[config.mk]
export PLATFORM = sky130hd
export DESIGN_NAME = snn_image_loader
export DESIGN_NICKNAME = d
export VERILOG_FILES = /design/src/rtl/snn_pkg.sv /design/src/rtl/snn_img_buf.sv /design/src/rtl/snn_image_loader.sv
export SDC_FILE = /design/constraint.sdc
export NUM_CORES = 1
export LEC_CHECK = 0
export ABC_AREA = 0
export CAP_MARGIN = 5
export CORE_ASPECT_RATIO = 1.1
export CORE_MARGIN = 1.5
export CORE_UTILIZATION = 50
export CTS_CLUSTER_DIAMETER = 60
export DETAILED_ROUTE_END_ITERATION = 12
export GPL_ROUTABILITY_DRIVEN = 0
export PLACE_DENSITY = 0.74
export SLEW_MARGIN = 20
export SYNTH_ARGS = -nofsm -noshare
export SYNTH_HDL_FRONTEND = slang
export SYNTH_SLANG_ARGS = --single-unit
[constraint.sdc]
create_clock -name clk -period 2.9 [get_ports clk]
set_input_delay 0.435 -clock clk [delete_from_list [all_inputs] [get_ports clk]]
set_output_delay 0.435 -clock clk [all_outputs]
set_load 0.02 [all_outputs]
[src/rtl/snn_pkg.sv]
// Shared constants and state encoding for the SNN image loader and the core's pixel counter.
package snn_pkg;

    localparam int NUM_PIX   = 784;
    localparam int NUM_BYTES = 98;
    localparam int ADDR_W    = 10;
    localparam int BCNT_W    = 7;

    typedef enum logic [1:0] {
        LOAD,
        KICK,
        BUSY
    } loader_state_t;

endpackage

[src/rtl/snn_img_buf.sv]
// 98x8 image buffer: synchronous byte write, registered single-pixel read (LSB-first unpacking).
module snn_img_buf
    import snn_pkg::*;
#(
    parameter int DEPTH = NUM_BYTES,
    parameter int PIX   = NUM_PIX
)(
    input  logic              clk,
    input  logic              rst_n,
    input  logic              we,
    input  logic [BCNT_W-1:0] waddr,
    input  logic [7:0]        wdata,
    input  logic [ADDR_W-1:0] raddr,
    output logic              q
);

    localparam logic [ADDR_W-1:0] PIX_LIM = ADDR_W'(PIX);

    logic [7:0] mem [DEPTH];
    logic       q_p1;

    always_ff @(posedge clk) begin
        if (we) begin
            mem[waddr] <= wdata;
        end
    end

    // Read stage: one-cycle latency to line up with the hidden-weight ROM
    always_ff @(posedge clk or negedge rst_n) begin
        if (!rst_n) begin
            q_p1 <= 1'b0;
        end else if (raddr < PIX_LIM) begin
            q_p1 <= mem[raddr[ADDR_W-1:3]][raddr[2:0]];
        end else begin
            q_p1 <= 1'b0;
        end
    end

    assign q = q_p1;

endmodule

[src/rtl/snn_image_loader.sv]
// Loads a 98-byte binary image from the UART, kicks the SNN core and serves pixels to it.
// Optional idle-gap frame abort enabled by defining SNN_LOADER_TIMEOUT_EN.
module snn_image_loader
    import snn_pkg::*;
#(
    parameter int NUM_BYTES   = snn_pkg::NUM_BYTES,
    parameter int NUM_PIX     = snn_pkg::NUM_PIX,
    parameter int TIMEOUT_CYC = 2500000
)(
    input  logic              clk,
    input  logic              rst_n,
    input  logic [7:0]        rx_data,
    input  logic              rx_rdy,
    output logic              clr_rx_rdy,
    input  logic [ADDR_W-1:0] addr_input_unit,
    output logic              q_input,
    output logic              start,
    input  logic              done,
    output logic              busy,
    output logic              frame_abort
);

    loader_state_t     state, state_nxt;
    logic [BCNT_W-1:0] byte_cnt;
    logic              guard;
    logic              accept;
    logic              last_byte;
    logic              timeout_hit;

    // guard masks the stale rx_rdy seen while the UART processes our clear
    assign accept    = (state == LOAD) && rx_rdy && !guard;
    assign last_byte = (byte_cnt == BCNT_W'(NUM_BYTES - 1));

    always_ff @(posedge clk or negedge rst_n) begin
        if (!rst_n) begin
            state <= LOAD;
        end else begin
            state <= state_nxt;
        end
    end

    always_comb begin
        state_nxt = state;
        case (state)
            LOAD:    if (accept && last_byte) state_nxt = KICK;
            KICK:    state_nxt = BUSY;
            BUSY:    if (done) state_nxt = LOAD;
            default: state_nxt = LOAD;
        endcase
    end

    always_comb begin
        clr_rx_rdy = 1'b0;
        start      = 1'b0;
        busy       = 1'b0;
        case (state)
            LOAD: clr_rx_rdy = accept;
            KICK: begin
                start = 1'b1;
                busy  = 1'b1;
            end
            BUSY:    busy = 1'b1;
            default: ;
        endcase
    end

    always_ff @(posedge clk or negedge rst_n) begin
        if (!rst_n) begin
            byte_cnt <= '0;
            guard    <= 1'b0;
        end else begin
            guard <= accept;
            if (accept) begin
                byte_cnt <= last_byte ? '0 : byte_cnt + 1'b1;
            end else if (timeout_hit) begin
                byte_cnt <= '0;
            end
        end
    end

`ifdef SNN_LOADER_TIMEOUT_EN
    localparam int IDLE_W = 22;

    logic [IDLE_W-1:0] idle_cnt;
    logic              idle_run;

    // Only a partially received frame can time out
    assign idle_run    = (state == LOAD) && (byte_cnt != '0);
    assign timeout_hit = idle_run && !accept && (idle_cnt == IDLE_W'(TIMEOUT_CYC - 1));

    always_ff @(posedge clk or negedge rst_n) begin
        if (!rst_n) begin
            idle_cnt <= '0;
        end else if (!idle_run || accept || timeout_hit) begin
            idle_cnt <= '0;
        end else begin
            idle_cnt <= idle_cnt + 1'b1;
        end
    end

    assign frame_abort = timeout_hit;
`else
    logic unused_timeout;

    assign timeout_hit    = 1'b0;
    assign frame_abort    = 1'b0;
    assign unused_timeout = (TIMEOUT_CYC == 0);
`endif

    snn_img_buf #(
        .DEPTH (NUM_BYTES),
        .PIX   (NUM_PIX)
    ) u_buf (
        .clk   (clk),
        .rst_n (rst_n),
        .we    (accept),
        .waddr (byte_cnt),
        .wdata (rx_data),
        .raddr (addr_input_unit),
        .q     (q_input)
    );

endmodule

Word level (Yosys, flattened, before mapping)
Memory sizes are Yosys's and may differ from the RTL's.
Index checks and enable logic that the tools add are counted.
- memories: 1
- register bits after elaboration: 11
- output and inout port bits: 5
- input bits: 22
- RAM bits: 784
- word-level logic and storage cells: 32
- add/subtract/negate cells: 1
- equality and inequality tests: 5
- order comparisons: 2
- multiplexer cells: 12
- reductions and logical operators: 7
- memories (memory ; depth ; width ; rd ports ; clocked after Yosys merged registers in ; write ports ; line ; source):
    u_buf.mem ; 98 ; 8 ; 1 ; 0 ; 1 ; snn_img_buf.sv:19 ; logic [7:0] mem [DEPTH];
- operator list (cell ; number):
    $lt A10 B10 Y1 const B ; 1
    $add A7 B1 Y7 const B ; 1
    $eq A7 B7 Y1 const B ; 1
    $mux W1 ; 7
    $mux W7 ; 1
    $pmux W2 S3 ; 1
    $lt A3 B4 Y1 const B ; 1
    $mux W2 ; 2
    $bmux W1 S3 ; 1
    $logic_and A1 B1 Y1 ; 3
    $eq A2 B1 Y1 const B ; 1
    $eq A2 B2 Y1 const B ; 1
    $logic_not A2 Y1 ; 1
    $ne A2 B1 Y1 const B ; 1
    $ne A2 B2 Y1 const B ; 1
    $reduce_and A2 Y1 ; 1
    $reduce_or A2 Y1 ; 1
    $logic_not A1 Y1 ; 1

Longest topological paths before layout
- depth in word-level cells: 6
- gate-level depth with buffers: 13
- mapped depth without buffers: 10

By module
Synthesis repeated with hierarchy kept, for this count alone.
- cells, all modules: 1595
- area, all modules: 31855.6 um^2
- by module, submodules not included (module ; area each (um^2) ; seq. area each (um^2) ; times used ; cells an instance):
    snn_img_buf ; 31283.8 ; 23567.6 ; 1 ; 1542
    snn_image_loader ; 571.8 ; 250.2 ; 1 ; 53

Worst setup path before layout
Ideal clock, no wire load.
- kind: in2reg
- from: in addr_input_unit[4]
- to: reg u_buf.q_p1 (netlist: u_buf.q)
- slack: 0.312 ns
- stages: 9
- required time: 2.762 ns
- library setup time: 0.138 ns
- path buffers: 3
- arrival time: 2.451 ns
- cell sequence: buf_2 > buf_2 > buf_2 > mux4_2 > mux4_2 > a31oi_1 > nand4_1 > o311ai_1 > o32ai_1
- cells in the longest elaborated chain, start to end: 4
- elaborated cells on any way between the ends: 5
- classes of those cells: order compare: 1; mux: 3; memory: 1
- ends and longest elaborated chain (element ; line ; source):
    from (decl) ; snn_image_loader.sv:15 ; input logic [ADDR_W-1:0] addr_input_unit,
    $mem_v2 Z98 W8 ; n/a ;
    $bmux W1 S3 ; snn_img_buf.sv:33 ; q_p1 <= mem[raddr[ADDR_W-1:3]][raddr[2:0]];
    $mux W1 (not written as such) ; snn_img_buf.sv:33 ;
    $mux W1 * ; snn_img_buf.sv:32 ; end else if (raddr < PIX_LIM) begin
    to (signal assigned) ; snn_img_buf.sv:33 ;
    to (decl) ; snn_img_buf.sv:20 ; logic q_p1;
Mark *: on every way between the ends. The rest lies on a longest branch, timed or not. The select of a mux whose other input is x is not followed.
A chain may end at the register's enable or synchronous reset.

Worst setup path in the final report
- from: reg state[1]
- to: mem u_buf.mem[81][7], enable pin
- cells in the longest elaborated chain, start to end: 5
- ends and longest elaborated chain (element ; line ; source):
    from (decl) ; snn_image_loader.sv:23 ; loader_state_t state, state_nxt;
    from (signal assigned) ; snn_image_loader.sv:38 ; state <= state_nxt;
    $logic_not A2 Y1 ; snn_image_loader.sv:31 ; assign accept = (state == LOAD) && rx_rdy && !guard;
    $logic_and A1 B1 Y1 (2 in series) ; snn_image_loader.sv:31 ;
    $mux W1 ; snn_img_buf.sv:23 ; if (we) begin
    $mux W1 (not written as such) ; snn_img_buf.sv:24 ; mem[waddr] <= wdata;
    to (decl) ; snn_img_buf.sv:19 ;
No other way between the ends.

==> results.ini <==
[global_route]
grtUsageMet3 = 0.0441
grt_busiest_layer = met2
antenna_found_initial = 2
grt_pass1_wl_um = 114000
grtUsageMet2 = 0.397
met1_usage = 0.324
overflow = 0
grt_max_degree = 99
grt_pass1_vias = 17200
grt.total_usage = 0.244

[power]
power_leakage_nw = 12.1
cellPowerDensity_nw_per_um2 = 667
ir_worst_vdd_mv = 0.370

[status]
status = complete, no violations

[floorplan]
num_io_pins = 27
die_w_um = 242
die_area_um2 = 64200
rows = 96
initial_utilization = 0.504
die_h_um = 266
core_um2 = 62200

[final_layout]
seqCellArea_um2 = 23800
finish.utilization = 0.589
diodes = 0
multi_input_area_um2 = 6960
drive_gt1_frac = 0.278
area_growth_syn_to_layout_pct = 17.0
layout.cells.non_filler = 2730
fillers = 4430
fin_nets = 1874

[placed_design]
port_buffers = 25
placed_cells_incl_taps = 2601
hpwlAfterDp_um = 48700

[route]
wl_um = 78100
ant_nets = 0
route.vias.total = 17200
drtPass1Iterations = 6
dr.first_iter.drc_count = 2400
drc = 0
via_per_inst = 6.29
routedWlPerCell_um = 28.6

[clock_network]
numCtsBuffers = 75
clkTransAtPathRegs_ns = 0.06
htree_levels = 3
cts-root-buf = clkbuf_16
clock-sinks = 795
clockBufferDepth = 3
cts_tree = built
insertion_delay_ns = 0.63

[sta]
finClkSkew_ns = 0.0196
rsz0062_at_grt = no
fin_crit_ns = 2.71
worstMarginPinSlew_ns = 1.08
slew_headroom = 0.278
setup_viol = 0
max_freq_mhz = 369
slew_violations = 0
final_hold_viol_count = 0
finalCritPeriodShare = 0.934

[yosys]
yosys_most_used_dff = edfxtp_1
yosys-top-cells-area = edfxtp_1 (75%), mux4_2 (11%), mux2i_1 (3.0%)
async_flop_share = 0.0138
netlist.area_leader.share = 0.751
synthCells = 1586
yosys_warnings = 0
ys_types = 59
syn_area_um2 = 31300
syn_area_per_cell_um2 = 19.8
ys_seq_area_frac = 0.760
syn_nets = 1613
synthTopCellsByCount = edfxtp_1 (784), mux4_2 (153), nor2_1 (124)
synth_top_area_cell = edfxtp_1
synth_edf_count = 784
synth_seq_cells = 795
synth_most_common_cell = edfxtp_1

[flow_run]
max_cap_viol_count = 0

[setup_path]
required_ns = 3.20
worstSetupPathType = flip-flop to flip-flop
crit_path_end_kind = flip-flop
cp-start-kind = flip-flop
critPathArrivalTime_ns = 3.01
cp_max_fo = 8

[worst_hold_path]
min_path_type = input port to flip-flop

[worst paths after layout]
check	startpoint	to	slack, ns	cells past startpoint
worst max-delay path	state[1]$_DFFE_PN0P_	u_buf.mem[81][7]$_DFFE_PP_	0.19	9
worst max register to register	state[1]$_DFFE_PN0P_	u_buf.mem[81][7]$_DFFE_PP_	0.19	9
worst min-delay path	rx_data[1]	u_buf.mem[93][1]$_DFFE_PP_	0.25	1
worst min register to register	state[0]$_DFFE_PN0P_	state[0]$_DFFE_PN0P_	0.55	1
max in group asynchronous	rst_n	byte_cnt[6]$_DFFE_PN0P_	2.16	1
min in group asynchronous	rst_n	byte_cnt[5]$_DFFE_PN0P_	0.26	1
[routing by layer]
layer	vias to the layer above	part of all wire	wire (um)
met5	-	0.00035	27
met4	4	0.044	3430
met3	209	0.095	7380
met2	1038	0.49	37900
met1	8878	0.38	29400
li1	7042	-	-
[worst max-delay path, cell delays in order, from the launching register on]
cell and delay (ns):
dfrtp_1 0.39, inv_1 0.10, ha_1 0.20, nand2_1 0.08, or2_2 0.32, nor2_1 0.23
nand2_1 0.41, buf_4 0.33, nor2_1 0.11, buf_4 0.21
[sequential cells by signal (all words and copies together) (netlist names)]
signal     flops
u_buf.mem    784
u_buf.q        1
byte_cnt       7
state          2
guard          1
[cell families after synthesis]
| group | count (synthesis) | share of synthesized area |
|---|---|---|
| flip-flops | 795 | 0.760 |
| AND/OR/NAND/NOR | 272 | 0.0378 |
| buffers and inverters | 100 | 0.0180 |
| multiplexers | 261 | 0.147 |
| AO/OA/AOI/OAI | 149 | 0.0339 |
| other | 1 | 0.000120 |
| adder cells (fa/ha/maj) | 5 | 0.00200 |
| XOR/XNOR | 3 | 0.000839 |
[repair_timing]
action | in CTS | in global routing
resized for setup | 1 | 0
hold buffers | 0 | 0
setup buffers | 0 | 0
endpoints found under the hold margin | 0 | 0
endpoints found under the setup margin | 1 | 0
[stage by stage]
step	setup slack [ns]	setup TNS, ns	hold WS (ns)	area (um^2)	power [mW]
after floorplan	0.312	0	0.139	31300	14.0
after global placement	-0.239	-0.239	0.505	34200	14.8
after detailed placement	-0.298	-0.298	0.527	34200	14.9
after CTS	0.197	0	0.250	36600	24.5
after global routing	0.0562	0	0.262	36700	25.0
final	0.192	0	0.248	36700	24.4
[layout make-up]
type | instances | share of cell area
inverters | 12 | 0.00123
repair buffers | 272 | 0.0648
well taps | 833 | 0.0284
flip-flops and latches | 795 | 0.650
multi-input cells | 691 | 0.190
clock buffers | 91 | 0.0557
clock inverters | 36 | 0.0105
[cell usage in the layout, fill, tap and decap left out, types with 10 or more instances in the layout]
cell / n
edfxtp_1: 784
buf_4: 230
mux4_2: 153
nor2_1: 124
mux2i_1: 94
clkbuf_16: 79
nand2_1: 64
nand3_1: 28
a21oi_1: 28
o221ai_1: 27
buf_12: 22
clkinv_1: 16
o21ai_0: 15
nor2b_1: 13
clkdlybuf4s50_1: 13
nor3_1: 12
o22ai_1: 11
dfrtp_1: 11
clkbuf_1: 10
[power by group]
part,internal [mW],switching (mW),total (mW)
clock network,5.70,4.05,9.76
logic,0.652,1.15,1.80
registers,12.8,0.0984,12.9
total,19.1,5.30,24.4
Note: power is estimated with default switching activity, not from simulation.
